**src/rtl/load_store_unit.sv**
```systemverilog
// Load/store unit: one outstanding load or store, driving the byte-addressed data memory port.
// Build option LSU_MISALIGNED_SPLIT_EN splits misaligned HALF/WORD accesses into byte accesses.
package lsu_pkg;
  typedef enum logic [1:0] {
    BYTE = 2'd0,
    HALF = 2'd1,
    WORD = 2'd2
  } memory_access_width_t;
endpackage

interface memory_port #(
  parameter int XLEN = 32
);
  import lsu_pkg::*;
  logic                 clk;
  logic [XLEN-1:0]      addr;
  memory_access_width_t width;
  logic [XLEN-1:0]      data_wr;
  logic [XLEN-1:0]      data_rd;
  logic                 read_en;
  logic                 write_en;

  modport requester (output clk, addr, width, data_wr, read_en, write_en, input data_rd);
  modport memory    (input clk, addr, width, data_wr, read_en, write_en, output data_rd);
endinterface

module load_store_unit
  import lsu_pkg::*;
#(
  parameter int XLEN = 32
) (
  input  logic                 clk,
  input  logic                 rst,
  input  logic                 req_valid,
  output logic                 req_ready,
  input  logic                 req_write,
  input  memory_access_width_t req_width,
  input  logic                 req_unsigned,
  input  logic [XLEN-1:0]      req_addr,
  input  logic [XLEN-1:0]      req_wdata,
  output logic                 rsp_valid,
  output logic [XLEN-1:0]      rsp_rdata,
  output logic                 rsp_error,
  output logic                 busy,
  memory_port.requester        mem_port
);

  typedef enum logic [1:0] {IDLE, ACCESS, RESP} state_e;

  state_e               state_q;
  logic                 write_q;
  logic                 unsigned_q;
  logic                 split_q;
  memory_access_width_t width_q;
  logic [XLEN-1:0]      addr_q;
  logic [XLEN-1:0]      wdata_q;
  logic [XLEN-1:0]      raw_q;
  logic [XLEN-1:0]      raw_d;
  logic [1:0]           cnt_q;
  logic                 rsp_valid_q;
  logic                 rsp_error_q;
  logic [XLEN-1:0]      rsp_rdata_q;

  logic                 misaligned;
  logic                 last_byte;
  logic [XLEN-1:0]      mem_addr;
  logic [XLEN-1:0]      mem_wdata;
  memory_access_width_t mem_width;
  logic                 mem_re;
  logic                 mem_we;

  function automatic logic [1:0] last_index(input memory_access_width_t w);
    case (w)
      BYTE:    return 2'd0;
      HALF:    return 2'd1;
      default: return 2'd3;
    endcase
  endfunction

  function automatic logic [XLEN-1:0] extend(input logic [XLEN-1:0] raw,
                                             input memory_access_width_t w,
                                             input logic uns);
    case (w)
      BYTE:    return uns ? {{(XLEN-8){1'b0}}, raw[7:0]} : {{(XLEN-8){raw[7]}}, raw[7:0]};
      HALF:    return uns ? {{(XLEN-16){1'b0}}, raw[15:0]} : {{(XLEN-16){raw[15]}}, raw[15:0]};
      default: return raw;
    endcase
  endfunction

  assign misaligned = ((req_width == HALF) && req_addr[0]) ||
                      ((req_width == WORD) && (req_addr[1:0] != 2'b00));
  assign last_byte  = !split_q || (cnt_q == last_index(width_q));

  // NOTE: every always_comb output gets a default first, so no path can infer a latch.
  always_comb begin
    mem_addr  = '0;
    mem_wdata = '0;
    mem_width = BYTE;
    mem_re    = 1'b0;
    mem_we    = 1'b0;
    raw_d     = raw_q;
    if (state_q == ACCESS) begin
      mem_re = !write_q;
      mem_we = write_q;
      if (split_q) begin
        mem_addr  = addr_q + {{(XLEN-2){1'b0}}, cnt_q};
        mem_wdata = {{(XLEN-8){1'b0}}, wdata_q[{cnt_q, 3'b000} +: 8]};
        raw_d[{cnt_q, 3'b000} +: 8] = mem_port.data_rd[7:0];
      end else begin
        mem_addr  = addr_q;
        mem_wdata = wdata_q;
        mem_width = width_q;
        raw_d     = mem_port.data_rd;
      end
    end
  end

  // NOTE: sequential state uses non-blocking assignments only, so every register
  // samples pre-edge values regardless of statement order.
  always_ff @(posedge clk) begin
    if (rst) begin
      state_q     <= IDLE;
      write_q     <= 1'b0;
      unsigned_q  <= 1'b0;
      split_q     <= 1'b0;
      width_q     <= BYTE;
      addr_q      <= '0;
      wdata_q     <= '0;
      raw_q       <= '0;
      cnt_q       <= '0;
      rsp_valid_q <= 1'b0;
      rsp_error_q <= 1'b0;
      rsp_rdata_q <= '0;
    end else begin
      case (state_q)
        IDLE: begin
          if (req_valid && req_ready) begin
            write_q    <= req_write;
            width_q    <= req_width;
            unsigned_q <= req_unsigned;
            addr_q     <= req_addr;
            wdata_q    <= req_wdata;
            cnt_q      <= '0;
            raw_q      <= '0;
`ifdef LSU_MISALIGNED_SPLIT_EN
            split_q    <= misaligned;
            state_q    <= ACCESS;
`else
            split_q    <= 1'b0;
            if (misaligned) begin
              // Rejected without touching memory; respond in the very next cycle.
              state_q     <= RESP;
              rsp_valid_q <= 1'b1;
              rsp_error_q <= 1'b1;
              rsp_rdata_q <= '0;
            end else begin
              state_q <= ACCESS;
            end
`endif
          end
        end
        ACCESS: begin
          raw_q <= raw_d;
          if (last_byte) begin
            state_q     <= RESP;
            rsp_valid_q <= 1'b1;
            rsp_error_q <= 1'b0;
            rsp_rdata_q <= write_q ? '0 : extend(raw_d, width_q, unsigned_q);
          end else begin
            cnt_q <= cnt_q + 2'd1;
          end
        end
        default: begin
          state_q     <= IDLE;
          rsp_valid_q <= 1'b0;
          rsp_error_q <= 1'b0;
          rsp_rdata_q <= '0;
        end
      endcase
    end
  end

  assign req_ready         = (state_q == IDLE) && !rst;
  assign busy              = (state_q != IDLE);
  assign rsp_valid         = rsp_valid_q;
  assign rsp_rdata         = rsp_rdata_q;
  assign rsp_error         = rsp_error_q;

  assign mem_port.clk      = clk;
  assign mem_port.addr     = mem_addr;
  assign mem_port.width    = mem_width;
  assign mem_port.data_wr  = mem_wdata;
  assign mem_port.read_en  = mem_re;
  assign mem_port.write_en = mem_we;

endmodule

```
**src/flat_wrapper.sv**
```systemverilog
// flat-port wrapper written by rule: the top's interface ports become plain ports
module load_store_unit_flat import lsu_pkg::*;
#(
  parameter int XLEN = 32
)
  (clk, rst, req_valid, req_ready, req_write, req_width, req_unsigned, req_addr, req_wdata, rsp_valid, rsp_rdata, rsp_error, busy, mem_port_clk, mem_port_addr, mem_port_width, mem_port_data_wr, mem_port_read_en, mem_port_write_en, mem_port_data_rd);
  memory_port #(.XLEN(XLEN)) mem_port_i ();
  input  logic clk;
  input  logic rst;
  input  logic req_valid;
  output logic req_ready;
  input  logic req_write;
  input  memory_access_width_t req_width;
  input  logic req_unsigned;
  input  logic [XLEN-1:0] req_addr;
  input  logic [XLEN-1:0] req_wdata;
  output logic rsp_valid;
  output logic [XLEN-1:0] rsp_rdata;
  output logic rsp_error;
  output logic busy;
  output wire logic [$bits(mem_port_i.clk)-1:0] mem_port_clk;
  output wire logic [$bits(mem_port_i.addr)-1:0] mem_port_addr;
  output wire logic [$bits(mem_port_i.width)-1:0] mem_port_width;
  output wire logic [$bits(mem_port_i.data_wr)-1:0] mem_port_data_wr;
  output wire logic [$bits(mem_port_i.read_en)-1:0] mem_port_read_en;
  output wire logic [$bits(mem_port_i.write_en)-1:0] mem_port_write_en;
  input wire logic [$bits(mem_port_i.data_rd)-1:0] mem_port_data_rd;
  assign mem_port_clk = mem_port_i.clk;
  assign mem_port_addr = mem_port_i.addr;
  assign mem_port_width = mem_port_i.width;
  assign mem_port_data_wr = mem_port_i.data_wr;
  assign mem_port_read_en = mem_port_i.read_en;
  assign mem_port_write_en = mem_port_i.write_en;
  assign mem_port_i.data_rd = mem_port_data_rd;
  load_store_unit #(.XLEN(XLEN)) u_core (.clk(clk), .rst(rst), .req_valid(req_valid), .req_ready(req_ready), .req_write(req_write), .req_width(req_width), .req_unsigned(req_unsigned), .req_addr(req_addr), .req_wdata(req_wdata), .rsp_valid(rsp_valid), .rsp_rdata(rsp_rdata), .rsp_error(rsp_error), .busy(busy), .mem_port(mem_port_i));
endmodule
```
**config.mk**
```make
export PLATFORM = sky130hd
export DESIGN_NAME = load_store_unit_flat
export DESIGN_NICKNAME = d
export VERILOG_FILES = /design/src/rtl/load_store_unit.sv /design/src/flat_wrapper.sv
export SDC_FILE = /design/constraint.sdc
export NUM_CORES = 1
export LEC_CHECK = 0
export CELL_PAD_IN_SITES_DETAIL_PLACEMENT = 0
export CELL_PAD_IN_SITES_GLOBAL_PLACEMENT = 1
export CORE_ASPECT_RATIO = 0.7
export CORE_MARGIN = 8
export CORE_UTILIZATION = 32
export DETAILED_ROUTE_END_ITERATION = 8
export PLACE_DENSITY_LB_ADDON = 0.12
export RECOVER_POWER = 100
export SLEW_MARGIN = 5
export SYNTH_ARGS = -nofsm -noshare
export SYNTH_HDL_FRONTEND = slang
export SYNTH_SLANG_ARGS = --single-unit
```
**constraint.sdc**
```tcl
create_clock -name clk -period 3.1 [get_ports clk]
set_clock_uncertainty 0.2 [all_clocks]
set_input_delay 0.62 -clock clk [delete_from_list [all_inputs] [get_ports clk]]
set_output_delay 0.62 -clock clk [all_outputs]
set_load 0.01 [all_outputs]
```
==> run metrics <==
Syn Inst Count 502; critical path startpoint category register; Core ar. 13700 sq um; Final Hold Viols 0; DRC viols 0; Initial DRT Pass Iterations 4; Final period util 0.969; die width 157 um; DRT antenna net count 0; crit-path max FO 24; mapped cell area 4430 sq um; slew at the pin closest to its max-slew limit 1.67 ns; row count 36; Mapped Nets 605; Hold/Removal Path Class register to register; largest net degree at the start of global routing 51; RSZ-0062 raised after global routing false; antenna violations before repair 0; slew margin rel. -0.123; layout cells sized above 1 0.0576; failing checks max-capacitance violations, max-slew violations; routed vias/inst 4.43; area delta synth->final 57.6%; first-pass GRT wire length 21400 um; Slew Limit Fails 33; PwrDens 476 nW/um^2; CP Class register to output port; Critical Path AT 2.18 ns; grt ovf 0; worst skew pair latency 0.45 ns; dominant cell type by area after synthesis dfxtp_1; initial core utilization 0.323; most common cell after layout, fill and taps aside clkdlybuf4s50_1; # nets final 793; detailed placement HPWL 9920 um; hold buffers post-CTS 0; maxcap violations 1; Seq/Total Area, Yosys 0.470; wire per inst 15.5 um; vias in the first global route 3937; design area 6990 sq um; Worst Path Required 2.28 ns; Ys Warns 0; die area 17900 sq um; setup_tns 0 ns; Ports 208; Max Clk Rate 333 MHz; # setup viols final 0; filler cell count 1311; DRT iter0 DRCs 211; Final Wtd Congestion 0.751; Die Ht 114 um; Distinct cells, synth 27; peak supply drop 0.423 mV; final WL 13700 um; Final min period 3.00 ns; CTS clk-pin slew, worst paths 0.07 ns; area share of the leading cell type in the synthesized netlist 0.470; Syn Area/Cell 8.83 sq um; slowest stage delay, CP 0.61 ns; CP endpoint kind output port; DP Area 6620 sq um; status complete, but fails checks; Critical-path top delay cell dlygate4sd3_1; GRT Total Usage 0.152; #FFs+latches synth 104; CP Cell Sequence and2b_4 > buf_12 > and2_1 > dlygate4sd3_1; Lkg Pwr 0.00271 uW; CTS tree done; largest cells by area after synthesis dfxtp_1 47%, and2_1 9.7%, nand2b_1 9.7%, nand2_1 6.6%, o21ai_0 5.4%; via count 3924; PortBufs 207; most frequent cells in the layout 153 x clkdlybuf4s50_1, 103 x dfxtp_1, 78 x nand2_1; Finished Core Util 0.509
where the power goes:
| group | total, uW | internal, uW | switching [uW] |
|---|---|---|---|
| Sequential | 1480 | 1430 | 52.5 |
| Clock | 1380 | 830 | 545 |
| Combinational | 471 | 269 | 203 |
| Total | 3330 | 2530 | 801 |
metal layers:
metal,global-route usage,share of wire
met4,0.0562,0.011
met5,0,0
met3,0.0645,0.089
met1,0.199,0.49
met2,0.217,0.41
logic make-up (layout without fill, tap and decap cells):
| group | count (synthesis) | count (layout) | synth area share |
|---|---|---|---|
| AND/OR/NAND/NOR | 242 | 243 | 0.302 |
| AO/OA/AOI/OAI | 114 | 114 | 0.174 |
| flip-flops | 104 | 104 | 0.470 |
| buffers and inverters | 41 | 232 | 0.0514 |
| multiplexers | 1 | 1 | 0.00226 |
| other | 0 | 2 | 0 |
path summary, 6_finish.rpt:
check,slack (ns),endpoint,start,cells after the start
setup reg to reg,0.44,u_core.addr_q[8]$_SDFFE_PP0P_,u_core.state_q[1]$_SDFFE_PP0P_,4
hold / removal,0.26,u_core.rsp_rdata[23]$_SDFFE_PP0P_,u_core.rsp_rdata[23]$_SDFFE_PP0P_,1
hold reg to reg,0.26,u_core.rsp_rdata[23]$_SDFFE_PP0P_,u_core.rsp_rdata[23]$_SDFFE_PP0P_,1
setup / recovery,0.1,mem_port_data_wr[2],u_core.state_q[1]$_SDFFE_PP0P_,4
registers in the layout, indices dropped and copies added, names as in the netlist:
signal,flops
u_core.rsp_rdata,32
u_core.addr_q,32
u_core.write_q,1
u_core.rsp_error,1
u_core.width_q,2
u_core.wdata_q,32
u_core.rsp_valid,1
u_core.state_q,2
u_core.unsigned_q,1
synthesized netlist by cell type (all sizes together):
cell and instances:
and2 69, nand2b 69, mux2i 1, o22ai 1, nor2 4, dfxtp 104
nor4b 1, buf 19, or4b 1, o31a 1, o2bb2ai 16, o21a 2
nand2 78, a21boi 1, nor2b 17, or2 1, a22o 16, and2b 1
o21ai 77, clkbuf 22, nor3 1
per-stage QoR:
stage	setup slack [ns]	cells	power, uW	hold slack (ns)
floorplan	0.611	502	1760	0.238
global placement	0.281	864	2030	0.246
detailed placement	0.281	864	2040	0.250
CTS	0.00271	882	3400	0.265
global route	0.0437	884	3490	0.284
finish	0.0965	886	3330	0.259
critical path: cells and delay by family (launching register included):
kind	cells	cell delay, ns
buffers and inverters	2	0.76
DFF	1	0.54
and+or+nand+nor	2	0.42
area by class of cell:
type	instances	area, sq um	share of cell area
antenna	2	5.00	0.000716
clock buffer	15	328	0.0469
clock inverter	4	53.8	0.00770
multi-input combinational	358	2120	0.304
sequential	104	2080	0.298
tap	190	238	0.0340
timing repair buffer	213	2160	0.309
timing repair:
| item | in CTS | in global routing |
|---|---|---|
| endpoints found under the setup margin | 47 | 42 |
| buffers inserted | 0 | 1 |
| gates cloned | 0 | 1 |
| resized for setup | 1 | 2 |
Note: power is estimated with default switching activity, not from simulation.
